==> src/rtl/bottle_seq_ctrl.sv <==
// -----------------------------------------------------------------------------
// bottle_seq_ctrl
//   Pill-bottling sequencer. Counts pills into the current bottle up to a BCD
//   target, then runs the conveyor to change bottles, and stops with all_full
//   once the BCD bottles-per-batch target has been reached.
//
//   Optional build macro: CONV_DELAY_EN
//     undefined : the bottle change (CHANGE) lasts a single cycle.
//     defined   : CHANGE lasts 8 cycles, timed by an internal 3-bit counter.
//
// Ports
//   CLK                 in   rising-edge clock
//   RST                 in   synchronous active-high reset
//   start               in   level, begin / resume a batch
//   pause               in   level, hold filling
//   set_mode            in   level, enter configuration mode
//   key_load            in   pulse, latch the four target digits (in SETUP)
//   pillL_in/pillH_in   in   BCD pills-per-bottle target (units/tens)
//   botL_in/botH_in     in   BCD bottles-per-batch target (units/tens)
//   pill_in             in   pulse per detected pill
//   pillL/pillH         out  BCD pills in the current bottle
//   botL/botH           out  BCD completed bottles
//   valve_open          out  high while filling
//   conveyor_run        out  high while changing bottles
//   all_full            out  high when the batch is complete
//   cfg_err             out  latched targets are invalid (non-BCD or 00)
//   state               out  current FSM state (IDLE=0 .. FULL=5)
//   bottle_done         out  one-cycle pulse per completed bottle
// -----------------------------------------------------------------------------
module bottle_seq_ctrl (
  input  logic       CLK,
  input  logic       RST,
  input  logic       start,
  input  logic       pause,
  input  logic       set_mode,
  input  logic       key_load,
  input  logic [3:0] pillL_in,
  input  logic [3:0] pillH_in,
  input  logic [3:0] botL_in,
  input  logic [3:0] botH_in,
  input  logic       pill_in,
  output logic [3:0] pillL,
  output logic [3:0] pillH,
  output logic [3:0] botL,
  output logic [3:0] botH,
  output logic       valve_open,
  output logic       conveyor_run,
  output logic       all_full,
  output logic       cfg_err,
  output logic [2:0] state,
  output logic       bottle_done
);

  typedef enum logic [2:0] {
    IDLE   = 3'd0,
    SETUP  = 3'd1,
    FILL   = 3'd2,
    CHANGE = 3'd3,
    PAUSE  = 3'd4,
    FULL   = 3'd5
  } state_t;

  state_t     st;
  logic [3:0] tgt_pill_l;
  logic [3:0] tgt_pill_h;
  logic [3:0] tgt_bot_l;
  logic [3:0] tgt_bot_h;
  logic       chg_last;   // current CHANGE cycle is the last one

  // Two-digit BCD increment that holds at 99.
  function automatic logic [7:0] bcd_inc(input logic [7:0] v);
    logic [7:0] r;
    if (v == 8'h99)
      r = v;
    else if (v[3:0] == 4'd9)
      r = {v[7:4] + 4'd1, 4'd0};
    else
      r = {v[7:4], v[3:0] + 4'd1};
    return r;
  endfunction

  // Moore outputs for a state: {valve_open, conveyor_run, all_full}.
  // Loaded together with the state so they are registered and glitch-free.
  function automatic logic [2:0] outs_for(input state_t s);
    return {s == FILL, s == CHANGE, s == FULL};
  endfunction

  // A target set is bad if any digit is non-BCD or either target is 00.
  function automatic logic cfg_bad(input logic [3:0] pl, input logic [3:0] ph,
                                   input logic [3:0] bl, input logic [3:0] bh);
    return (pl > 4'd9) || (ph > 4'd9) || (bl > 4'd9) || (bh > 4'd9) ||
           ({ph, pl} == 8'h00) || ({bh, bl} == 8'h00);
  endfunction

`ifdef CONV_DELAY_EN
  logic [2:0] conv_tmr;

  // Runs only while in CHANGE, so it is always 0 on entry.
  always_ff @(posedge CLK) begin
    if (RST || st != CHANGE)
      conv_tmr <= 3'd0;
    else
      conv_tmr <= conv_tmr + 3'd1;
  end

  assign chg_last = (conv_tmr == 3'd7);
`else
  assign chg_last = 1'b1;
`endif

  assign state = st;

  always_ff @(posedge CLK) begin
    if (RST) begin
      st           <= IDLE;
      pillL        <= 4'd0;
      pillH        <= 4'd0;
      botL         <= 4'd0;
      botH         <= 4'd0;
      tgt_pill_l   <= 4'd0;
      tgt_pill_h   <= 4'd0;
      tgt_bot_l    <= 4'd0;
      tgt_bot_h    <= 4'd0;
      cfg_err      <= 1'b1;
      valve_open   <= 1'b0;
      conveyor_run <= 1'b0;
      all_full     <= 1'b0;
      bottle_done  <= 1'b0;
    end else begin
      bottle_done <= 1'b0;
      case (st)
        IDLE: begin
          if (set_mode) begin
            st <= SETUP;
            {valve_open, conveyor_run, all_full} <= outs_for(SETUP);
          end else if (start && !cfg_err) begin
            st <= FILL;
            {valve_open, conveyor_run, all_full} <= outs_for(FILL);
          end
        end

        SETUP: begin
          if (key_load) begin
            tgt_pill_l <= pillL_in;
            tgt_pill_h <= pillH_in;
            tgt_bot_l  <= botL_in;
            tgt_bot_h  <= botH_in;
            cfg_err    <= cfg_bad(pillL_in, pillH_in, botL_in, botH_in);
          end
          if (!set_mode) begin
            st <= IDLE;
            {valve_open, conveyor_run, all_full} <= outs_for(IDLE);
          end
        end

        FILL: begin
          if (pill_in) begin
            {pillH, pillL} <= bcd_inc({pillH, pillL});
            // The completing pill wins over pause.
            if (bcd_inc({pillH, pillL}) == {tgt_pill_h, tgt_pill_l}) begin
              st           <= CHANGE;
              {botH, botL} <= bcd_inc({botH, botL});
              bottle_done  <= 1'b1;
              {valve_open, conveyor_run, all_full} <= outs_for(CHANGE);
            end else if (pause) begin
              st <= PAUSE;
              {valve_open, conveyor_run, all_full} <= outs_for(PAUSE);
            end
          end else if (pause) begin
            st <= PAUSE;
            {valve_open, conveyor_run, all_full} <= outs_for(PAUSE);
          end
        end

        PAUSE: begin
          if (!pause) begin
            st <= FILL;
            {valve_open, conveyor_run, all_full} <= outs_for(FILL);
          end
        end

        CHANGE: begin
          if (chg_last) begin
            pillL <= 4'd0;
            pillH <= 4'd0;
            if ({botH, botL} == {tgt_bot_h, tgt_bot_l}) begin
              st <= FULL;
              {valve_open, conveyor_run, all_full} <= outs_for(FULL);
            end else begin
              st <= FILL;
              {valve_open, conveyor_run, all_full} <= outs_for(FILL);
            end
          end
        end

        FULL: begin
          // Leaving FULL either way starts the next batch from zero.
          if (set_mode) begin
            st    <= SETUP;
            pillL <= 4'd0;
            pillH <= 4'd0;
            botL  <= 4'd0;
            botH  <= 4'd0;
            {valve_open, conveyor_run, all_full} <= outs_for(SETUP);
          end else if (start) begin
            st    <= FILL;
            pillL <= 4'd0;
            pillH <= 4'd0;
            botL  <= 4'd0;
            botH  <= 4'd0;
            {valve_open, conveyor_run, all_full} <= outs_for(FILL);
          end
        end

        default: begin
          st <= IDLE;
          {valve_open, conveyor_run, all_full} <= outs_for(IDLE);
        end
      endcase
    end
  end

endmodule

==> config.mk <==
export PLATFORM = sky130hd
export DESIGN_NAME = bottle_seq_ctrl
export DESIGN_NICKNAME = d
export VERILOG_FILES = /design/src/rtl/bottle_seq_ctrl.sv
export SDC_FILE = /design/constraint.sdc
export NUM_CORES = 1
export LEC_CHECK = 0
export ABC_AREA = 1
export CORE_MARGIN = 2
export CORE_UTILIZATION = 28
export CTS_CLUSTER_DIAMETER = 40
export CTS_CLUSTER_SIZE = 14
export DETAILED_ROUTE_END_ITERATION = 16
export SETUP_SLACK_MARGIN = 0.15
export SLEW_MARGIN = 10
export SYNTH_ARGS = -nofsm -noshare
export SYNTH_HDL_FRONTEND = slang
export SYNTH_SLANG_ARGS = --single-unit
==> constraint.sdc <==
create_clock -name CLK -period 2.1 [get_ports CLK]
set_input_delay 0.42 -clock CLK [delete_from_list [all_inputs] [get_ports CLK]]
set_output_delay 0.42 -clock CLK [all_outputs]
set_load 0.03 [all_outputs]
== After elaboration in Yosys (flattened, before gate mapping) ==
Index checks and enable logic that the tools add are counted.

* Register bits after elaboration: 40
* Bits in latches: 0
* RAM bits: 0
* Memory bits (read-only): 0
* Input bits: 23
* Output and inout bits: 24
* Word-level logic and storage cells: 117
* Memories: 0

* Add/subtract/negate cells: 4
* Multiply operators: 0
* Divide/modulo/power cells: 0
* $lt $le $gt $ge: 4
* Equal/unequal tests: 19
* Shift-type cells: 0
* Mux-type cells: 56
* Bitwise operators: 2
* Reductions and logical operators: 18

{| class="wikitable"
|+ Operator list
! cell !! count
|-
| $mux 8 || 7
|-
| $mux 4 || 8
|-
| $mux 3 || 10
|-
| $pmux 4 s3 || 2
|-
| $mux 1 || 23
|-
| $pmux 3 s6 || 1
|-
| $add 4x1->4 const B || 4
|-
| $eq 8x8->1 || 2
|-
| $eq 8x8->1 const B || 2
|-
| $gt 4x4->1 const B || 4
|-
| $logic_not 8->1 || 2
|-
| $pmux 4 s2 || 2
|-
| $ne 2x2->1 const B || 6
|-
| $pmux 1 s6 || 2
|-
| $eq 4x4->1 const B || 2
|-
| $eq 3x2->1 const B || 2
|-
| $eq 3x3->1 const B || 2
|-
| $ne 3x3->1 const B || 2
|-
| $reduce_and 6->1 || 1
|-
| $logic_or 1x1->1 || 5
|-
| $pmux 1 s5 || 1
|-
| $reduce_and 5->1 || 1
|-
| $reduce_and 4->1 || 1
|-
| $eq 3x1->1 const B || 1
|-
| other kinds (9) || 10
|}

== Longest topological paths before layout ==
Gate-level depths: netlist of run 1.

* Word-level depth: 10
* Depth in mapped cells: 17

== Least setup slack after synthesis of run 1 ==
No wires, ideal clock.

* Path type: register to register
* From: reg pillL[0]
* To: reg st[1], in the netlist state[1]
* Library setup time: 0.062 ns
* Data arrival time: 2.167 ns
* Data required time: 2.038 ns
* Slack: -0.129 ns
* Stages on the path, launching flop included: 16
* Path buffers: 1
* Cell sequence: dfxtp_1 > ha_1 > nand2_2 > nor2_2 > buf_6 > nand2_4 > nand2_2 > nand2_1 > nand2_2 > nand3_2 > nor2_2 > nand4_4 > or2_4 > nand2_2 > nand2_2 > nor2_2

* Longest elaborated chain between the ends: 10

{| class="wikitable"
|+ RTL lines
! element !! line !! RTL
|-
| from (decl) || 42 || <nowiki>output logic [3:0] pillL,</nowiki>
|-
| from (signal assigned) || 158 || <nowiki>{pillH, pillL} <= bcd_inc({pillH, pillL});</nowiki>
|-
| $add 4x1->4 / $eq 4x4->1 (equally long branches) || 78, 75 ||
|-
| $mux 8 || -- ||
|-
| $mux 8 (*) || 73 || <nowiki>if (v == 8'h99)</nowiki>
|-
| $mux 8 (*) || 157 || <nowiki>if (pill_in) begin</nowiki>
|-
| $mux 8 (*) || 131 || <nowiki>case (st)</nowiki>
|-
| $mux 8 (*) || 114 || <nowiki>if (RST) begin</nowiki>
|-
| $eq 8x8->1 (*) || 160 || <nowiki>if (bcd_inc({pillH, pillL}) == {tgt_pill_h, tgt_pill_l}) begin</nowiki>
|-
| $mux 3 (*) || 160 ||
|-
| $mux 3 (*) || 157 ||
|-
| $pmux 3 s6 (*) || 131 ||
|-
| to (signal assigned) || 134 || <nowiki>st <= SETUP;</nowiki>
|-
| to (signal assigned) || 137 || <nowiki>st <= FILL;</nowiki>
|-
| to (signal assigned) || 161 || <nowiki>st <= CHANGE;</nowiki>
|-
| to (decl) || 63 || <nowiki>state_t st;</nowiki>
|}

Every way passes the cells marked *; elsewhere a longest branch is shown, timed or not. The select of a mux whose other input is x is not followed.
A chain may end at the register's enable or synchronous reset.

== Worst setup path in the final report of run 1 ==
* From: reg pillL[1]
* To: reg st[0], in the netlist state[0]

Same word-level chain as after synthesis.

==> impl_metrics.toml, run 1 <==
[timing]
hold_violations = 0
drv_slew = 0
finalCriticalPeriod_ns = 2.00
grt_setup_unrepaired = "yes"
maxSlewHeadroom_pct = 62.1
max_freq_ghz = 0.501
worst_slack_ns = 0.103
skew_ns = 0.0130
worst_slew_pin_slew_ns = 0.563
setup_violations = 0
setup-tns-final_ns = 0
final.period_utilization_pct = 95.1

[die]
dieArea_um2 = 9610
die_h_um = 98.0
initial_core_util_pct = 28.7
fp.dieW_um = 98.0
io_pins = 47
num_rows = 34
core_um2 = 8640

[setup_path]
worstPathRequired_ns = 2.35
startpoint_type = "flip-flop"
endpoint_kind = "flip-flop"
worstPathArrival_ns = 2.25
worstPathMaxFanout = 5
path_class = "reg2reg"

[clock_tree]
cts_tree = "done"
cts_htree_levels = 2
cts-root-buf = "clkbuf_8"
numCtsBuffers = 5
clock_latency_ns = 0.30
clk_pin_slew_ns = 0.09
cts.sinks = 40
cts.path.max_buffers = 2

[run_status]
status = "finished, final reports clean"

[placement]
place.gp.congestion = 0.857
dp_hpwl_um = 5080
dp.cells = 529
port_buffers = 46
placed_cell_area_um2 = 3160
pre_cts_ws_ns = 0.0527

[logic_synthesis]
netlist-cell-type-count = 32
synthArstFlopShare_pct = 0
netlist_area_um2 = 2470
synth.area.top_cells = "dfxtp_1 (32%), nand2_1 (13%), nand3_1 (8.3%)"
yosysTopAreaCell = "dfxtp_1"
synth_edf_count = 0
synth_ff_type = "dfxtp_1"
ys_ff_latch = 40
yosysSeqAreaShare_pct = 32.4
synth_largest_type_area_fraction_pct = 32.4
yosysMostFrequentCell = "nand2_1"
synthTopCellsByCount = "nand2_1 (89), inv_1 (43), nand3_1 (41)"
avgSynthCellArea_um2 = 6.73
postSynthNetCount = 399
netlist_instances = 368
yosys_warnings = 0

[global_routing]
grt_max_degree = 26
grt_overflow = 0
antenna_found_initial = 0
track_usage_pct = 14.4
grt_pass1_vias = 2434
grt_pass1_wl_um = 11500

[final_layout]
final_area_um2 = 3520
syn2layout_area_growth_pct = 42.4
finalNetCount = 468
diodes = 0
instances_no_fill = 546
drive_above_1_share_pct = 20.5

[detailed_routing]
drcViolationCount = 0
totalWireLength_um = 6980
routedWlPerCell_um = 12.8
drtIter0Drc = 192
ant_nets = 0
firstDrtPassIters = 4
via_per_inst = 4.79
num_vias = 2613

[power_and_ir_drop]
leakage_nw = 1.54
max-vdd-ir-drop_v = 0.000237
p_total_w = 0.00201
power.density_nw_per_um2 = 572

[min_path]
hold_class = "reg2reg"

[run]
maxCapViolations = 0
[critical path: stages (launching register included)]
cell      delay, ns
dfxtp_4        0.35
inv_2          0.06
ha_4           0.14
nand2_4        0.05
nor2_4         0.13
buf_6          0.13
buf_16         0.10
o21ai_4        0.05
nand4_1        0.12
nand3_2        0.10
nor2_4         0.13
nand4_4        0.14
or2_4          0.27
nand3b_1       0.08
nand2_1        0.05
inv_1          0.05
[logic make-up (layout without fill, tap and decap cells)]
group	Yosys count	count (layout)	share of synthesized area (%)
AOI/OAI and AO/OA	63	63	13.5
buffers and inverters	52	122	9.05
adders and majority gates	8	8	4.04
xor gates and xnor gates	10	10	3.54
and+or+nand+nor	195	195	37.5
DFF	40	40	32.4
[path summary, 6_finish.rpt]
| kind | endpoint | start | depth (start not counted) | slack (ns) |
|---|---|---|---|---|
| worst max-delay path | state[0] | pillL[1] | 15 | 0.10 |
| worst min register to register | tgt_bot_l[3] | tgt_bot_l[3] | 2 | 0.48 |
| worst min-delay path | tgt_bot_l[3] | tgt_bot_l[3] | 2 | 0.48 |
| worst max register to register | state[0] | pillL[1] | 15 | 0.10 |
[final cells by class]
cell class              count  area, um^2
clock buffers               7        76.3
clock inverters             1        8.76
fillers                   879        5110
inverters                  44         165
multi-input cells         276        1640
flip-flops and latches     40         815
well taps                 108         135
repair buffers             70         688
[per-stage QoR]
step                      hold slack, ns  util, %
after global routing               0.508     40.8
final                              0.477     40.8
after global placement             0.460     36.6
after CTS                          0.482     39.4
after floorplan                    0.443        -
after detailed placement           0.469     36.6
[sequential cells by signal, indices dropped and copies added, names as in the netlist, 3 cells and up]
name / count
botH: 4
botL: 4
pillH: 4
pillL: 4
tgt_bot_h: 4
tgt_bot_l: 4
tgt_pill_h: 4
tgt_pill_l: 4
state: 3
[routing by layer]
layer  track usage (%)  part of all wire (%)  up-vias
met3              2.36                   5.6        8
met5                 0                     0        -
met4              4.38                   1.4        0
met2              21.8                    42       67
met1              21.1                    51     1187
li1                  -                     -     1351
[repair_timing]
item	in CTS	in global routing
resized for setup	24	27
pin swaps	8	9
cloned	1	0
hold buffers	0	0
setup buffers	6	2
endpoints found under the setup margin	9	28
[power by group]
group,internal [W],total [W],leakage [nW],switching (W)
Clock,0.000238,0.000518,0.0424,0.000280
Sequential,0.000809,0.000862,0.328,0.0000531
Combinational,0.000261,0.000634,1.17,0.000373
[cell usage in the layout, fill, tap and decap left out, drive strengths merged]
| cell type | synthesis | routed |
|---|---|---|
| nand2 | 102 | 102 |
| inv | 44 | 44 |
| nand3 | 43 | 43 |
| clkdlybuf4s50 | 0 | 40 |
| dfxtp | 40 | 40 |
| a21oi | 39 | 39 |
| nor2 | 25 | 25 |
| buf | 4 | 24 |
| o21ai | 19 | 19 |
| xor2 | 9 | 9 |
| ha | 8 | 8 |
| nor4 | 7 | 7 |
| clkbuf | 4 | 7 |
| nand4 | 6 | 6 |
| dlymetal6s2s | 0 | 5 |
| nand3b | 4 | 4 |
| nor3 | 4 | 4 |
| a211oi | 3 | 3 |
| or2 | 3 | 3 |
| o211ai | 2 | 2 |
| xnor2 | 1 | 1 |
| nor3b | 1 | 1 |
| clkinv | 0 | 1 |
| dlygate4sd2 | 0 | 1 |
Power figures use the tool's default switching activity.
==> run 2: changes to the inputs <==
Settings changed: CORE_ASPECT_RATIO set to 0.7.
==> impl_metrics.toml, run 2 (synthesis gave the netlist of run 1 again) <==
[final_layout]
utilization_pct = 42.2
drive_above_1_share_pct = 20.2
layout_common_cells = "nand2_1 (79), inv_1 (42), clkdlybuf4s50_1 (42)"
syn2layout_area_growth_pct = 45.2
regArea_um2 = 813
finalNetCount = 465
fill_cells = 867
multiInputGateArea_um2 = 1630
diodes = 0
final_common_cell = "nand2_1"

[setup_path]
endpoint_kind = "flip-flop"
critPathBufInv = 3
path_class = "reg2reg"
worstPathRequired_ns = 2.33
worstPathMaxFanout = 6
worstPathArrival_ns = 2.31
crit_family = "simple AND/OR/NAND/NOR gates"
cp_slowest_cell = "dfxtp_4"
cp_cell_sequence = "inv_2 -> ha_4 -> nand2_2 -> nor2_4 -> buf_12 -> nand2_2 -> nand2_2 -> nand3_2 -> nand2_2 -> nand2_2 -> nor2_4 -> nand4_4 -> or2_4 -> nand3b_1 -> nand2_1 -> inv_1"
path_common_cell = "nand2_2"
startpoint_type = "flip-flop"
slowest_delay_ns = 0.35

[die]
io_pins = 47
die_h_um = 82.7
core_um2 = 8510
initial_core_util_pct = 29.1
fp.dieW_um = 116
dieArea_um2 = 9620
num_rows = 28

[timing]
skew_ns = 0.00904
setup_violations = 0
maxSlewHeadroom_pct = 67.5
final.period_utilization_pct = 99.2
hold_violations = 0
grt_setup_unrepaired = "yes"
drv_slew = 0
worst_slew_pin_slew_ns = 0.482
hold_ws_ns = 0.474
finalCriticalPeriod_ns = 2.08
max_freq_ghz = 0.480

[detailed_routing]
totalWireLength_um = 7240
routedWlPerCell_um = 13.0
via_per_inst = 4.74
drtIter0Drc = 133
firstDrtPassIters = 4
num_vias = 2628
drcViolationCount = 0
ant_nets = 0

[clock_tree]
cts-root-buf = "clkbuf_16"
clk_pin_slew_ns = 0.06
clock_latency_ns = 0.29
cts_htree_levels = 2
numCtsBuffers = 5
cts.sinks = 40
cts_tree = "done"
cts.path.max_buffers = 2

[global_routing]
grt_pass1_wl_um = 11600
grt_max_degree = 27
grt_overflow = 0
track_usage_pct = 15.6
antenna_found_initial = 0
grt_pass1_vias = 2355

[power_and_ir_drop]
power.density_nw_per_um2 = 649
leakage_nw = 1.50
max-vdd-ir-drop_v = 0.000316
p_total_w = 0.00233

[placement]
dp_hpwl_um = 5340
port_buffers = 46
place.gp.congestion = 0.965

[run_status]
status = "finished, final reports clean"

[min_path]
hold_class = "reg2reg"

[run]
maxCapViolations = 0
[run 2: path summary, 6_finish.rpt]
path                 startpoint       endpoint  slack [ns]  cells after the start
setup / recovery       pillL[1]       state[0]        0.02                     16
hold / removal    tgt_pill_l[3]  tgt_pill_l[3]        0.47                      2
setup reg to reg       pillL[1]       state[0]        0.02                     16
hold reg to reg   tgt_pill_l[3]  tgt_pill_l[3]        0.47                      2
[run 2: repair_timing]
action / CTS / global route
resized for setup: 27 / 20
setup endpoints to repair: 15 / 26
setup buffers: 4 / 2
cloned: 1 / 0
pin swaps: 9 / 4
hold buffers: 0 / 0
[run 2: routing by layer]
metal  vias up  wire [um]  GRT usage (%)
li1       1351          -              -
met1      1190       3730           22.9
met2        83       2940           22.3
met3         4        507           3.58
met4         0         57           5.00
met5         -          0              0
[run 2: layout make-up]
type                       count  share of cell area (%)
clock buffer                   6                    4.18
tap                          120                    4.18
sequential                    40                    22.6
multi-input combinational    276                    45.3
timing repair buffer          67                    18.7
inverter                      44                    4.60
clock inverter                 2                   0.348
[run 2: report_power, final]
part / total, W / leakage [nW] / switching (W) / internal, W
logic: 0.000647 / 1.10 / 0.000383 / 0.000263
clock network: 0.000829 / 0.0780 / 0.000319 / 0.000510
registers: 0.000858 / 0.327 / 0.0000493 / 0.000809
[run 2: worst reg2reg max path, delay by kind of cell, from the launching register on]
kind | cells | cell delay [ns]
and+or+nand+nor | 12 | 1.30
DFF | 1 | 0.35
adders and majority gates | 1 | 0.13
buffers and inverters | 3 | 0.27
[run 2: per-stage QoR]
| stage | cell area, um^2 | worst slack, ns | setup TNS, ns | instances |
|---|---|---|---|---|
| after CTS | 3500 | 0.0639 | 0 | 553 |
| final | 3590 | 0.0173 | 0 | 555 |
| after detailed placement | 3170 | 0.0281 | 0 | 540 |
| after floorplan | 2500 | 0.166 | 0 | 368 |
| after global routing | 3590 | -0.125 | -0.970 | 555 |
| after global placement | 3170 | 0.0616 | 0 | 540 |
==> variant: new RTL, config.mk and constraints of run 2 <==
Build with the macro `CONV_DELAY_EN` defined.
--- a/src/rtl/bottle_seq_ctrl.sv
+++ b/src/rtl/bottle_seq_ctrl.sv
@@ -27,6 +27,8 @@
 //   state               out  current FSM state (IDLE=0 .. FULL=5)
 //   bottle_done         out  one-cycle pulse per completed bottle
 // -----------------------------------------------------------------------------
+`define CONV_DELAY_EN
+
 module bottle_seq_ctrl (
   input  logic       CLK,
   input  logic       RST,
Formal check against the unedited RTL: not equivalent (a bounded check fails within 10 cycles, from zero or initial values and one cycle with RST high).
==> variant against run 2 <==
The run now ends with setup timing left; final cell count rose by 7.2%; wire length is 14% higher; synthesized area rose by 3.5%; worst setup slack worse by 0.090 ns; synthesized cell count increased by 7.6%; total power increased by 30%; clock power fell by 6.9%; design area is 5.3% higher; sequential cell count rose by 3; fmax is 4.1% lower; worst hold slack worse by 0.049 ns; die area rose by 3.4%; largest cell class unchanged.
==> variant: results (changes against run 2) <==
first-pass GRT wire length: 12.9 mm (was 11.6 mm)
worst skew pair latency: 0.29 ns (about the same)
vias in the first global route: 2609 (was 2355)
crit path capture: botL[0] (was state[0])
final net count: 503 (was 465)
ANT cells: 0 (unchanged)
TNS Setup: -0.182 ns (was 0 ns)
clock root cell: clkbuf_16 (unchanged)
Max Cap Viol: 0 (unchanged)
predominant post-synthesis flop cell: dfxtp_1 (unchanged)
top cells by area, synth: dfxtp_1, nand2_1, inv_1 (was dfxtp_1, nand2_1, nand3_1)
vias per cell: 4.77 (was 4.74)
critical path arrival: 2.36 ns (was 2.31 ns)
Post-Route Skew: 0.00662 ns (was 0.00904 ns)
Worst VDD drop: 0.315 mV (was 0.316 mV)
Synth cell types: 28 (was 32)
layout cells sized above 1: 20.4% (was 20.2%)
GRT Resource Usage Total: 16.3% (was 15.6%)
Crit. End Element: register (unchanged)
status: complete, but fails checks (was finished, final reports clean)
critical path startpoint category: register (unchanged)
initial DRC count: 201 (was 133)
initial antenna violation count: 0 (unchanged)
reg2reg path depth: 19 (was 16)
Yosys warnings: 0 (unchanged)
measured slew at the worst slew-check pin: 0.519 ns (was 0.482 ns)
Post-DP Area: 3360 sq um (was 3170 sq um)
asr flop ratio synth: 0% (unchanged)
Post-CTS Hold Buffers: 0 (unchanged)
failing checks: setup timing
Hold Crit Class: reg -> reg (unchanged)
sequential share of the synthesized area: 33.6% (was 32.4%)
routability cong.: 0.880 (was 0.965)
largest net degree at the start of global routing: 35 (was 27)
H-tree depth: 2 (unchanged)
clock buffer depth: 2 (unchanged)
min setup slack post-route: -0.0726 ns (was 0.0173 ns)
leak pwr: 1.65 nW (was 1.50 nW)
DRT Wirelength: 8.22 mm (was 7.24 mm)
Syn Nets: 429 (was 399)
Setup Viol. Count Final: 7 (was 0)
clock buffer count from CTS: 5 (unchanged)
Port-buffer cells: 46 (unchanged)
Worst Path Max Fanout: 6 (unchanged)
Detailed Place HPWL: 5.72 mm (was 5.34 mm)
Synth top cells by count: nand2_1, inv_1, dfxtp_1 (was nand2_1, inv_1, nand3_1)
FF-to-FF Start: pillL[1] (unchanged)
First-pass DRT Iterations: 4 (unchanged)
clk slew on worst S/H paths: 0.06 ns (about the same)
variant: worst max-delay path, stage by stage (launching register included):
cell     delay, ns
dfxtp_4       0.34
inv_2         0.05
ha_4          0.14
nand2_4       0.05
nor2_4        0.14
buf_8         0.16
nand2_4       0.07
nand2_2       0.09
buf_6         0.10
nand2_2       0.04
nand2_2       0.05
nand2_2       0.06
nand2_2       0.08
nor2_4        0.05
nand3_2       0.08
nand2_4       0.10
buf_12        0.16
buf_6         0.11
a21oi_2       0.13
nor2_1        0.06
variant: what timing repair did:
action / 4_1_cts / 5_1_grt
endpoints found under the setup margin: 19 / 25
resized for setup: 26 / 44
setup buffers: 4 / 1
gates cloned: 1 / 0
pin swaps: 5 / 15
variant: where the power goes:
part,leakage [nW],switching (mW),internal [mW]
Sequential,0.352,0.120,0.915
Clock,0.0733,0.337,0.435
Combinational,1.23,0.712,0.512
variant: metrics by stage:
| stage | power [mW] | util (%) | std cells | setup WS, ns | hold slack, ns |
|---|---|---|---|---|---|
| final | 3.03 | 42.2 | 595 | -0.0726 | 0.425 |
| after global routing | 3.23 | 42.2 | 595 | -0.182 | 0.451 |
| after CTS | 2.96 | 40.3 | 594 | 0.0642 | 0.433 |
| after detailed placement | 2.14 | 37.5 | 581 | -0.0825 | 0.425 |
| after global placement | 2.12 | 37.5 | 581 | 0.0181 | 0.410 |
| after floorplan | 1.73 | - | 396 | 0.0797 | 0.399 |
variant: final cells by class:
| type | instances | area [sq um] |
|---|---|---|
| inverter | 56 | 210 |
| timing repair buffer | 77 | 773 |
| tap | 124 | 155 |
| sequential | 43 | 871 |
| clock inverter | 3 | 15.0 |
| clock buffer | 5 | 125 |
| fill | 937 | 5180 |
| multi-input combinational | 287 | 1640 |
variant: logic make-up after synthesis:
logic type / after synthesis / share of synthesized area (%)
AO/OA/AOI/OAI: 72 / 14.7
XOR/XNOR: 4 / 1.37
adder cells (fa/ha/maj): 10 / 4.88
buffers and inverters: 66 / 10.4
flip-flops: 43 / 33.6
AND/OR/NAND/NOR: 201 / 35.1
variant: how the worst min path moves through the flow:
stage,cells after the start,from,to
final,1,conv_tmr[0],conv_tmr[0]
after global routing,1,conv_tmr[0],conv_tmr[0]
after CTS,1,conv_tmr[0],conv_tmr[0]
after detailed placement,1,conv_tmr[0],conv_tmr[0]
after global placement,1,conv_tmr[0],conv_tmr[0]
after floorplan,1,conv_tmr[0],conv_tmr[0]
variant: routing by layer:
metal / vias up / wire [um] / GRT usage, %
met5: - / 0 / 0
met4: 0 / 116 / 5.15
met3: 11 / 553 / 3.96
met2: 98 / 3650 / 23.8
met1: 1294 / 3900 / 23.3
li1: 1437 / - / -
